===== config.mk =====
export PLATFORM = sky130hd
export DESIGN_NAME = uart_tx_param
export DESIGN_NICKNAME = d
export VERILOG_FILES = /design/src/rtl/uart_tx_param.sv
export SDC_FILE = /design/constraint.sdc
export NUM_CORES = 1
export LEC_CHECK = 0
export BUFFER_PORTS_ARGS = -buffer_cell sky130_fd_sc_hd__buf_2
export CAP_MARGIN = 10
export CORE_ASPECT_RATIO = 1.4
export CORE_UTILIZATION = 51
export CTS_CLUSTER_DIAMETER = 150
export DETAILED_ROUTE_END_ITERATION = 8
export PLACE_DENSITY_LB_ADDON = 0.08
export SYNTH_ARGS = -nofsm -noshare
export SYNTH_HDL_FRONTEND = slang
export SYNTH_SLANG_ARGS = --single-unit
export TNS_END_PERCENT = 100

===== constraint.sdc =====
create_clock -name clk -period 2.35 [get_ports clk]
set_input_delay 0.235 -clock clk [delete_from_list [all_inputs] [get_ports clk]]
set_output_delay 0.235 -clock clk [all_outputs]
set_load 0.1 [all_outputs]

===== src/rtl/uart_tx_param.sv =====
// Parametrised UART transmitter: DATA_BITS data bits, optional parity, 1 or 2 stop bits, valid/ready input.
// Define TX_FIFO_EN to place a FIFO_DEPTH-entry buffer in front of the FSM, which allows back-to-back frames.
module uart_tx_param #(
   parameter int CLK_FREQ   = 50000000,
   parameter int BAUD       = 115200,
   parameter int DATA_BITS  = 8,
   parameter int PARITY     = 0,
   parameter int STOP_BITS  = 1,
   parameter int FIFO_DEPTH = 4
) (
   input  logic                 clk,
   input  logic                 rst,
   input  logic                 en_i,
   input  logic [DATA_BITS-1:0] data_i,
   output logic                 ready_o,
   output logic                 tx_o,
   output logic                 busy_o,
   output logic                 tx_done_o
);

   localparam int CLKS_PER_BIT = CLK_FREQ / BAUD;
   localparam int CNT_W        = $clog2(CLKS_PER_BIT);
   localparam int IDX_W        = $clog2(DATA_BITS);

   if (CLKS_PER_BIT < 2 || DATA_BITS < 5 || DATA_BITS > 9 || PARITY < 0 || PARITY > 2 ||
       STOP_BITS < 1 || STOP_BITS > 2 || FIFO_DEPTH < 2 || (FIFO_DEPTH & (FIFO_DEPTH - 1)) != 0) begin : g_bad_param
      $error("uart_tx_param: illegal parameter set");
   end

   typedef enum logic [2:0] {S_IDLE, S_START, S_DATA, S_PARITY, S_STOP} state_t;

   state_t               state, state_nxt;
   logic [CNT_W-1:0]     baud_cnt, baud_cnt_nxt;
   logic [IDX_W-1:0]     bit_idx, bit_idx_nxt;
   logic [DATA_BITS-1:0] shift_q;
   logic                 par_q;
   logic                 bit_end;
   logic                 load;
   logic                 shift_en;
   logic                 word_avail;
   logic [DATA_BITS-1:0] load_word;

   function automatic logic parity_of(input logic [DATA_BITS-1:0] w);
      return (PARITY == 1) ? ~(^w) : ^w;
   endfunction

`ifdef TX_FIFO_EN
   localparam int AW    = $clog2(FIFO_DEPTH);
   localparam bit CHAIN = 1'b1;

   logic [DATA_BITS-1:0] fifo_mem [FIFO_DEPTH];
   logic [AW:0]          wr_ptr, rd_ptr;
   logic                 fifo_full, fifo_empty, push;

   // Extra pointer MSB distinguishes full from empty when the indices match.
   assign fifo_empty = (wr_ptr == rd_ptr);
   assign fifo_full  = (wr_ptr == {~rd_ptr[AW], rd_ptr[AW-1:0]});
   assign ready_o    = !fifo_full;
   assign push       = en_i && !fifo_full;
   assign word_avail = !fifo_empty;
   assign load_word  = fifo_mem[rd_ptr[AW-1:0]];

   always_ff @(posedge clk or posedge rst) begin
      if (rst) begin
         wr_ptr <= '0;
         rd_ptr <= '0;
      end else begin
         if (push) wr_ptr <= wr_ptr + 1'b1;
         if (load) rd_ptr <= rd_ptr + 1'b1;
      end
   end

   always_ff @(posedge clk) begin
      if (push) fifo_mem[wr_ptr[AW-1:0]] <= data_i;
   end
`else
   localparam bit CHAIN = 1'b0;

   assign ready_o    = (state == S_IDLE);
   assign word_avail = en_i;
   assign load_word  = data_i;
`endif

   assign bit_end = (baud_cnt == CNT_W'(CLKS_PER_BIT - 1));
   assign busy_o  = (state != S_IDLE);

   always_ff @(posedge clk or posedge rst) begin
      if (rst) begin
         state    <= S_IDLE;
         baud_cnt <= '0;
         bit_idx  <= '0;
      end else begin
         state    <= state_nxt;
         baud_cnt <= baud_cnt_nxt;
         bit_idx  <= bit_idx_nxt;
      end
   end

   // Shift register and parity hold payload only, so they carry no reset.
   always_ff @(posedge clk) begin
      if (load) begin
         shift_q <= load_word;
         par_q   <= parity_of(load_word);
      end else if (shift_en) begin
         shift_q <= shift_q >> 1;
      end
   end

   always_comb begin
      state_nxt    = state;
      baud_cnt_nxt = baud_cnt + 1'b1;
      bit_idx_nxt  = bit_idx;
      load         = 1'b0;
      shift_en     = 1'b0;
      tx_done_o    = 1'b0;
      case (state)
         S_IDLE: begin
            baud_cnt_nxt = '0;
            if (word_avail) begin
               load      = 1'b1;
               state_nxt = S_START;
            end
         end
         S_START: begin
            if (bit_end) begin
               baud_cnt_nxt = '0;
               state_nxt    = S_DATA;
            end
         end
         S_DATA: begin
            if (bit_end) begin
               baud_cnt_nxt = '0;
               shift_en     = 1'b1;
               if (bit_idx == IDX_W'(DATA_BITS - 1)) begin
                  bit_idx_nxt = '0;
                  state_nxt   = (PARITY != 0) ? S_PARITY : S_STOP;
               end else begin
                  bit_idx_nxt = bit_idx + 1'b1;
               end
            end
         end
         S_PARITY: begin
            if (bit_end) begin
               baud_cnt_nxt = '0;
               state_nxt    = S_STOP;
            end
         end
         S_STOP: begin
            if (bit_end) begin
               baud_cnt_nxt = '0;
               if (bit_idx == IDX_W'(STOP_BITS - 1)) begin
                  bit_idx_nxt = '0;
                  tx_done_o   = 1'b1;
                  // With a buffer behind us the next frame starts with no idle cycle.
                  if (CHAIN && word_avail) begin
                     load      = 1'b1;
                     state_nxt = S_START;
                  end else begin
                     state_nxt = S_IDLE;
                  end
               end else begin
                  bit_idx_nxt = bit_idx + 1'b1;
               end
            end
         end
         default: begin
            state_nxt    = S_IDLE;
            baud_cnt_nxt = '0;
            bit_idx_nxt  = '0;
         end
      endcase
   end

   always_comb begin
      case (state)
         S_START:  tx_o = 1'b0;
         S_DATA:   tx_o = shift_q[0];
         S_PARITY: tx_o = par_q;
         default:  tx_o = 1'b1;
      endcase
   end

endmodule

* Yosys cells after proc, flatten, opt, wreduce, memory -nomap -nowiden
Cells that the tools add are included.
** Storage, ports and cells
- Output and inout bits :: 4
- Input bits :: 11
- Register bits after elaboration :: 24
** Cells by class
- Reductions and logical operators :: 9
- Eq/ne operators :: 13
- Bitwise operators :: 1
- Mux-type cells :: 25
- Add/subtract/negate cells :: 2
** Operators with widths (count)
- $mux 3 :: 11
- $mux 9 :: 2
- $mux 8 :: 2
- $pmux 3 s5 :: 1
- $ne 2x2->1 const B :: 7
- $add 9x1->9 const B :: 1
- $eq 9x9->1 const B :: 1
- $pmux 3 s3 :: 1
- $reduce_xor 8->1 :: 1
- $mux 1 :: 7
- $reduce_and 7->1 :: 1
- $eq 3x2->1 const B :: 2
- $eq 3x3->1 const B :: 2
- $logic_not 3->1 :: 2
- $reduce_or 4->1 :: 1
- $add 3x1->3 const B :: 1
- $eq 3x1->1 const B :: 1
- $pmux 1 s3 :: 1
- $reduce_and 3->1 :: 1
- $reduce_bool 3->1 :: 1
- $reduce_or 3->1 :: 1
- $reduce_bool 2->1 :: 1
- $not 1->1 :: 1

* Depth between registers and ports, before layout
Gate-level depths: netlist of the first run.
- Word-level depth :: 5
- Mapped depth :: 8

* Least setup slack after synthesis of the first run
No wires, ideal clock.
- Path type :: reg-to-output
- From :: register baud_cnt[1]
- To :: output tx_done_o
- Setup slack :: -1981 ps
- Data required time :: 2115 ps
- Path buffers :: 0
- Arrival time :: 4096 ps
- Stages on the path, launching flop included :: 7
- Cell sequence :: dfrtp_1 -> inv_1 -> ha_1 -> nand4b_1 -> nor4_1 -> nand2_1 -> nor4_1
** On the way
- Longest elaborated chain between the ends :: 3
** Ends and longest elaborated chain
- from (decl) :: RTL line 33 : logic [CNT_W-1:0] baud_cnt, baud_cnt_nxt;
- from (signal assigned) :: RTL line 94 : baud_cnt <= baud_cnt_nxt;
- $eq 9x9->1 :: RTL line 84 : assign bit_end = (baud_cnt == CNT_W'(CLKS_PER_BIT - 1));
- $mux 1 :: RTL line 149 : if (bit_end) begin
- $mux 1 :: RTL line 116 : case (state)
- to (decl) :: RTL line 18 : output logic tx_done_o
No other way between the ends.

* Worst setup path in the final report of the first run
Ends and elaborated chain as after synthesis.

==> run summary, run 1 <==
Min Hold Slack = 197 ps
CP top delay family = simple AND/OR/NAND/NOR gates
Clock Tree Buf Depth = 2
CP Max Fanout = 4
Crit-path slowest cell = dfrtp_1
Die width = 44.7 µm
I/O pin count = 15
Initial DRT Pass Iterations = 4
Leakage = 0.000632 µW
Worst Tran Pin Value = 570 ps
Setup TNS = 0 ps
WP buf/inv = 2
Nature of the critical path startpoint = flip-flop
DRC = 0
Port buffer count = 14
Commonest non-fill, non-tap cells in the layout = nand2_1 (25), nor2_1 (15), dfrtp_1 (15)
Hold worst-path end = shift_q[4]
Dpl hpwl = 1790 µm
Num CTS Buffers = 3
Post-Route WL = 2410 µm
Root Buffer = clkbuf_4
R2r endpoint = bit_idx[0]
Tot GR Track Use = 0.198
Pin count of the biggest net entering global routing = 16
Tot Pwr = 771 µW
Syn Std Cell Area = 1300 µm²
Final #Nets = 171
Via Count = 986
Reg clk slew, reported paths = 140 ps
Max stage delay on crit path = 440 ps
CTS tree = done
Placer Congestion = 0.825
CP arrival = 1920 ps
Vias per cell = 5.24
Sequential fraction of the synthesis area = 0.495
Setup violations, final = 0
Initial antenna violation count = 0
Max Cap Viol = 0
RSZ-0062 raised after global routing = no
PwrDens = 504 nW/µm²
Critical path, cell by cell = inv_1 -> ha_1 -> nand4b_1 -> nor4_2 -> nand2_1 -> nor4_4 -> buf_12
Setup CP Type = flip-flop to output pin
Post-synth cell types = 33
Synth-to-layout area growth = 17.5%
Data required, critical path = 2120 ps
# fillers = 228
Maximum level of the CTS H-tree = 1
First-pass GRT wire length = 4000 µm
Flop2flop setup slack = 390 ps
Num rows = 21
Syn nets = 152
Hold Vio Cnt, Final = 0
Worst vdd ir = 375 µV
RR Startpoint = baud_cnt[1]
Flops & latches, synth = 24
Die Footprint = 2770 µm²
Hold path cells = 3
Vias in the first global route = 916
Final worst-path cycle share = 0.918
Reg2Reg Depth = 6
Global route total overflow = 0
# clock sinks = 24
Highest clock rate = 463 MHz
Fin. max-slew vios = 0
CP endpoint kind = output pin
Detail Route Antenna Nets = 0
DR WL/cell = 12.8 µm
Final WS setup = 192 ps
Ys Warns = 0
Die H = 61.8 µm
Final setup skew = 9.99 ps
Commonest non-fill, non-tap cell in the layout = nand2_1
Detailed Route Iter0 Violations = 15
HP Class = primary input to flip-flop
Cells after Synth = 136
Place WS = 430 ps
Core ar. = 2420 µm²
Min Tclk post-route = 2160 ps
Relative slew slack = 0.620
Syn_area_per_cell = 9.59 µm²
Outcome = completed
Antenna diodes = 0
Clk Latency, worst-skew pair = 320 ps
Hold path startpoint = data_i[4]
Fraction of layout cells with a size suffix above 1 = 0.182
Post-CTS repair timing setup buffer count = 0
Starting density of the core = 0.539
-- flip-flops by register name, summed over array words and instances (netlist names) --
| signal | count |
|---|---|
| state | 3 |
| bit_idx | 3 |
| shift_q | 8 |
| baud_cnt | 9 |
| par_q | 1 |
-- report_power, final --
part	internal [µW]	total [µW]	leakage, µW	switching [µW]
clock	172	300	0.0000279	127
sequential	434	434	0.000245	0
combinational	19.9	37.4	0.000360	17.5
total	626	771	0.000632	145
-- area by class of cell --
type | count | area [µm²] | area share
Clock buffer | 3 | 22.5 | 0.0147
Tap cell | 34 | 42.5 | 0.0278
Multi-Input combinational cell | 98 | 632 | 0.413
Clock inverter | 1 | 30.0 | 0.0196
Sequential cell | 24 | 646 | 0.422
Timing Repair Buffer | 18 | 118 | 0.0768
Inverter | 10 | 41.3 | 0.0270
-- kinds of logic (layout without fill, tap and decap cells) --
family | Yosys count | count (layout) | share of synthesized area
AND/OR/NAND/NOR | 61 | 61 | 0.211
flip-flops | 24 | 24 | 0.495
AO/OA/AOI/OAI | 17 | 17 | 0.0989
XOR/XNOR | 14 | 14 | 0.0941
buffers and inverters | 14 | 32 | 0.0441
adder cells (fa/ha/maj) | 5 | 5 | 0.0480
multiplexers | 1 | 1 | 0.00864
-- worst min-delay path, stage by stage --
cell	delay, ps
buf_2	90
nand2_1	50
nand2_1	50
-- synth_stat cells --
library cell | n | share of area
nand4b_1 | 1 | 0.0067
clkinv_1 | 1 | 0.0029
o2bb2ai_2 | 1 | 0.012
xor2_1 | 3 | 0.020
nand3b_1 | 1 | 0.0058
nor2_1 | 15 | 0.043
a211o_1 | 1 | 0.0067
nand2_1 | 27 | 0.078
o211a_1 | 1 | 0.0077
or2_1 | 1 | 0.0048
xnor2_1 | 11 | 0.074
o32ai_1 | 1 | 0.0067
o21ai_0 | 6 | 0.023
and3_1 | 2 | 0.0096
nand3_1 | 5 | 0.019
nand4_1 | 1 | 0.0048
nor3b_1 | 1 | 0.0058
ha_1 | 5 | 0.048
or4_1 | 1 | 0.0058
nor4_1 | 2 | 0.0096
edfxtp_1 | 9 | 0.21
or3_1 | 1 | 0.0048
buf_2 | 4 | 0.015
o311ai_0 | 1 | 0.0067
a2111oi_0 | 2 | 0.013
a311o_1 | 1 | 0.0077
inv_1 | 9 | 0.026
nand2b_1 | 2 | 0.0096
mux2_2 | 1 | 0.0086
dfrtp_1 | 15 | 0.29
a21oi_1 | 2 | 0.0077
a221o_1 | 1 | 0.0077
nor3_1 | 1 | 0.0038
-- how the worst max path moves through the flow --
stage,from,to,cells after the start
global route,baud_cnt[1],tx_done_o,7
finish,baud_cnt[1],tx_done_o,7
detailed placement,baud_cnt[1],bit_idx[0],6
CTS,baud_cnt[1],tx_done_o,7
global placement,baud_cnt[1],bit_idx[0],6
floorplan,baud_cnt[1],tx_done_o,6
-- per-layer routing --
metal  wire (µm)  track usage  up-vias
li1            -            -      502
met3          49       0.0347        4
met5           0            0        -
met1        1150        0.252      465
met4          21       0.0519        0
met2        1190        0.349       15
-- per-stage QoR --
stage                util  instance area [µm²]  cells
global route        0.634                 1530    188
global placement    0.605                 1460    183
finish              0.634                 1530    188
CTS                 0.631                 1530    188
floorplan               -                 1330    136
detailed placement  0.605                 1460    183
-- what timing repair did --
action,4_1_cts,5_1_grt
setup endpoints to repair,0,1
gates resized for setup,0,1
hold endpoints to repair,15,0
hold buffers,1,0
Power figures use the tool's default switching activity.
==> run 2, diff against run 1 <==
CAP_MARGIN = 40   (was 10)
REMOVE_ABC_BUFFERS = 1   (was unset)
==> run 2 against run 1 <==
Effect of this change: sequential cell count did not move; clock-buffer cell count rose by 1; fmax fell by 2.6%; highest routed layer unchanged; largest cell class unchanged; first-iteration DRC count rose by 73%; utilization fell by 0.47 points; sequential share of layout area rose by 0.31 points; sequential power barely moved; clock skew fell by 7.4 ps; non-clock buffer count rose by 1; clock power fell by 27%.
==> run summary, run 2 (synthesized netlist as in run 1, its figures left out) <==
Highest clock rate = 452 MHz (was 463 MHz)
Tot GR Track Use = 0.208 (was 0.198)
Antenna diodes = 0 (unchanged)
PwrDens = 455 nW/µm² (was 504 nW/µm²)
Clock Tree Buf Depth = 2 (unchanged)
# fillers = 215 (was 228)
Detail Route Antenna Nets = 0 (unchanged)
Fraction of layout cells with a size suffix above 1 = 0.174 (was 0.182)
Post-Place Cells = 183 (unchanged)
Commonest non-fill, non-tap cell in the layout = nand2_1 (unchanged)
Synth-to-layout area growth = 16.6% (was 17.5%)
Global route total overflow = 0 (unchanged)
Data required, critical path = 2120 ps (about the same)
Core ar. = 2420 µm² (unchanged)
Port buffer count = 14 (unchanged)
Vias per cell = 5.34 (was 5.24)
Maximum level of the CTS H-tree = 1 (unchanged)
Die H = 61.8 µm (unchanged)
Top reg by flops = baud_cnt (unchanged)
Initial antenna violation count = 0 (unchanged)
DRC = 0 (unchanged)
Root Buffer = clkbuf_4 (unchanged)
Final #Nets = 172 (was 171)
Fin. max-slew vios = 0 (unchanged)
Biggest regs = baud_cnt: 9 flops, shift_q: 8 flops (unchanged)
Placer Congestion = 0.757 (was 0.825)
I/O pin count = 15 (unchanged)
Outcome = completed (unchanged)
CP arrival = 1980 ps (was 1920 ps)
Num rows = 21 (unchanged)
Max reg flops = 9 (unchanged)
Final worst-path cycle share = 0.942 (was 0.918)
Setup violations, final = 0 (unchanged)
DR WL/cell = 13.1 µm (was 12.8 µm)
Hold Vio Cnt, Final = 0 (unchanged)
Final setup skew = 2.60 ps (was 9.99 ps)
Die Footprint = 2770 µm² (unchanged)
Die width = 44.7 µm (unchanged)
Nature of the critical path startpoint = flip-flop (unchanged)
Pin count of the biggest net entering global routing = 16 (unchanged)
Num CTS Buffers = 3 (unchanged)
Starting density of the core = 0.539 (unchanged)
Initial DRT Pass Iterations = 4 (unchanged)
Worst vdd ir = 299 µV (was 375 µV)
CP endpoint kind = output pin (unchanged)
Worst Tran Pin Value = 589 ps (was 570 ps)
Post-route non-filler standard cell count = 189 (was 188)
DP Area = 1430 µm² (was 1460 µm²)
Setup CP Type = flip-flop to output pin (unchanged)
CTS tree = done (unchanged)
Post-Route WL = 2470 µm (was 2410 µm)
Detailed Route Iter0 Violations = 26 (was 15)
Min Tclk post-route = 2210 ps (was 2160 ps)
Reg clk slew, reported paths = 130 ps (was 140 ps)
Leakage = 0.000640 µW (was 0.000632 µW)
Vias in the first global route = 982 (was 916)
Clk Latency, worst-skew pair = 310 ps (was 320 ps)
First-pass GRT wire length = 4080 µm (was 4000 µm)
CP Max Fanout = 4 (unchanged)
Dpl hpwl = 1830 µm (was 1790 µm)
HP Class = primary input to flip-flop (unchanged)
Setup TNS = 0 ps (unchanged)
# clock sinks = 24 (unchanged)
Final instance area = 1520 µm² (was 1530 µm²)
Via Count = 1010 (was 986)
Max Cap Viol = 0 (unchanged)
Commonest non-fill, non-tap cells in the layout = nand2_1 (26), nor2_1 (15), dfrtp_1 (15) (was nand2_1 (25), nor2_1 (15), dfrtp_1 (15))
Relative slew slack = 0.607 (was 0.620)
-- run 2: changes by cell type in the layout (fill, tap and decap cells not counted), sizes merged --
| cell | before | now |
|---|---|---|
| clkinvlp | 1 | 0 |
| clkbuf | 3 | 4 |
| buf | 17 | 18 |
| inv | 8 | 9 |
| bufinv | 1 | 0 |
-- run 2: layer usage --
metal | GRT usage | vias to the layer above | part of all wire
met5 | 0 | - | 0
met4 | 0.108 | 0 | 0.0081
met3 | 0.0347 | 2 | 0.035
met2 | 0.361 | 28 | 0.55
met1 | 0.246 | 474 | 0.41
li1 | - | 506 | -
-- run 2: stage by stage --
| step | power, µW | hold slack [ps] | utilization | setup slack (ps) |
|---|---|---|---|---|
| after floorplan | 466 | 136 | - | -1980 |
| after global placement | 479 | 319 | 0.593 | 289 |
| after detailed placement | 480 | 326 | 0.593 | 253 |
| after CTS | 699 | 192 | 0.617 | 68.2 |
| after global routing | 721 | 188 | 0.629 | -4.94 |
| final | 691 | 204 | 0.629 | 135 |
-- run 2: worst max-delay path, cell delays in order (launching register included) --
cell      delay, ps
dfrtp_1         430
inv_1            70
ha_1            130
nand4b_1        180
nor4_4          310
nand2_2         130
nor4_4          200
buf_12          210
-- run 2: repair_timing --
item	in CTS	in global routing
setup endpoints to repair	1	1
setup buffers	0	1
hold endpoints to repair	15	0
hold buffers	1	0
gates resized for setup	2	3
pin swaps	0	2
-- run 2: final cells by class --
type	count	area, µm²	share of cell area
inverters	10	37.5	0.0247
multi-input cells	98	633	0.416
flip-flops and latches	24	646	0.425
clock buffers	4	36.3	0.0239
repair buffers	19	125	0.0823
well taps	34	42.5	0.0280
-- run 2: path summary, 6_finish.rpt --
kind	slack (ps)	from	cells past startpoint	end
min in group asynchronous	510	rst	3	baud_cnt[4]
max reg2reg	280	baud_cnt[1]	6	bit_idx[0]
max in group asynchronous	1460	rst	3	baud_cnt[7]
min reg2reg	530	baud_cnt[0]	1	baud_cnt[0]
min	200	data_i[0]	3	shift_q[0]
max	140	baud_cnt[1]	7	tx_done_o
-- run 2: power breakdown --
part	switching, µW	internal, µW	leakage, µW
Combinational	18.5	19.9	0.000375
Sequential	0	434	0.000245
Clock	124	94.6	0.0000210
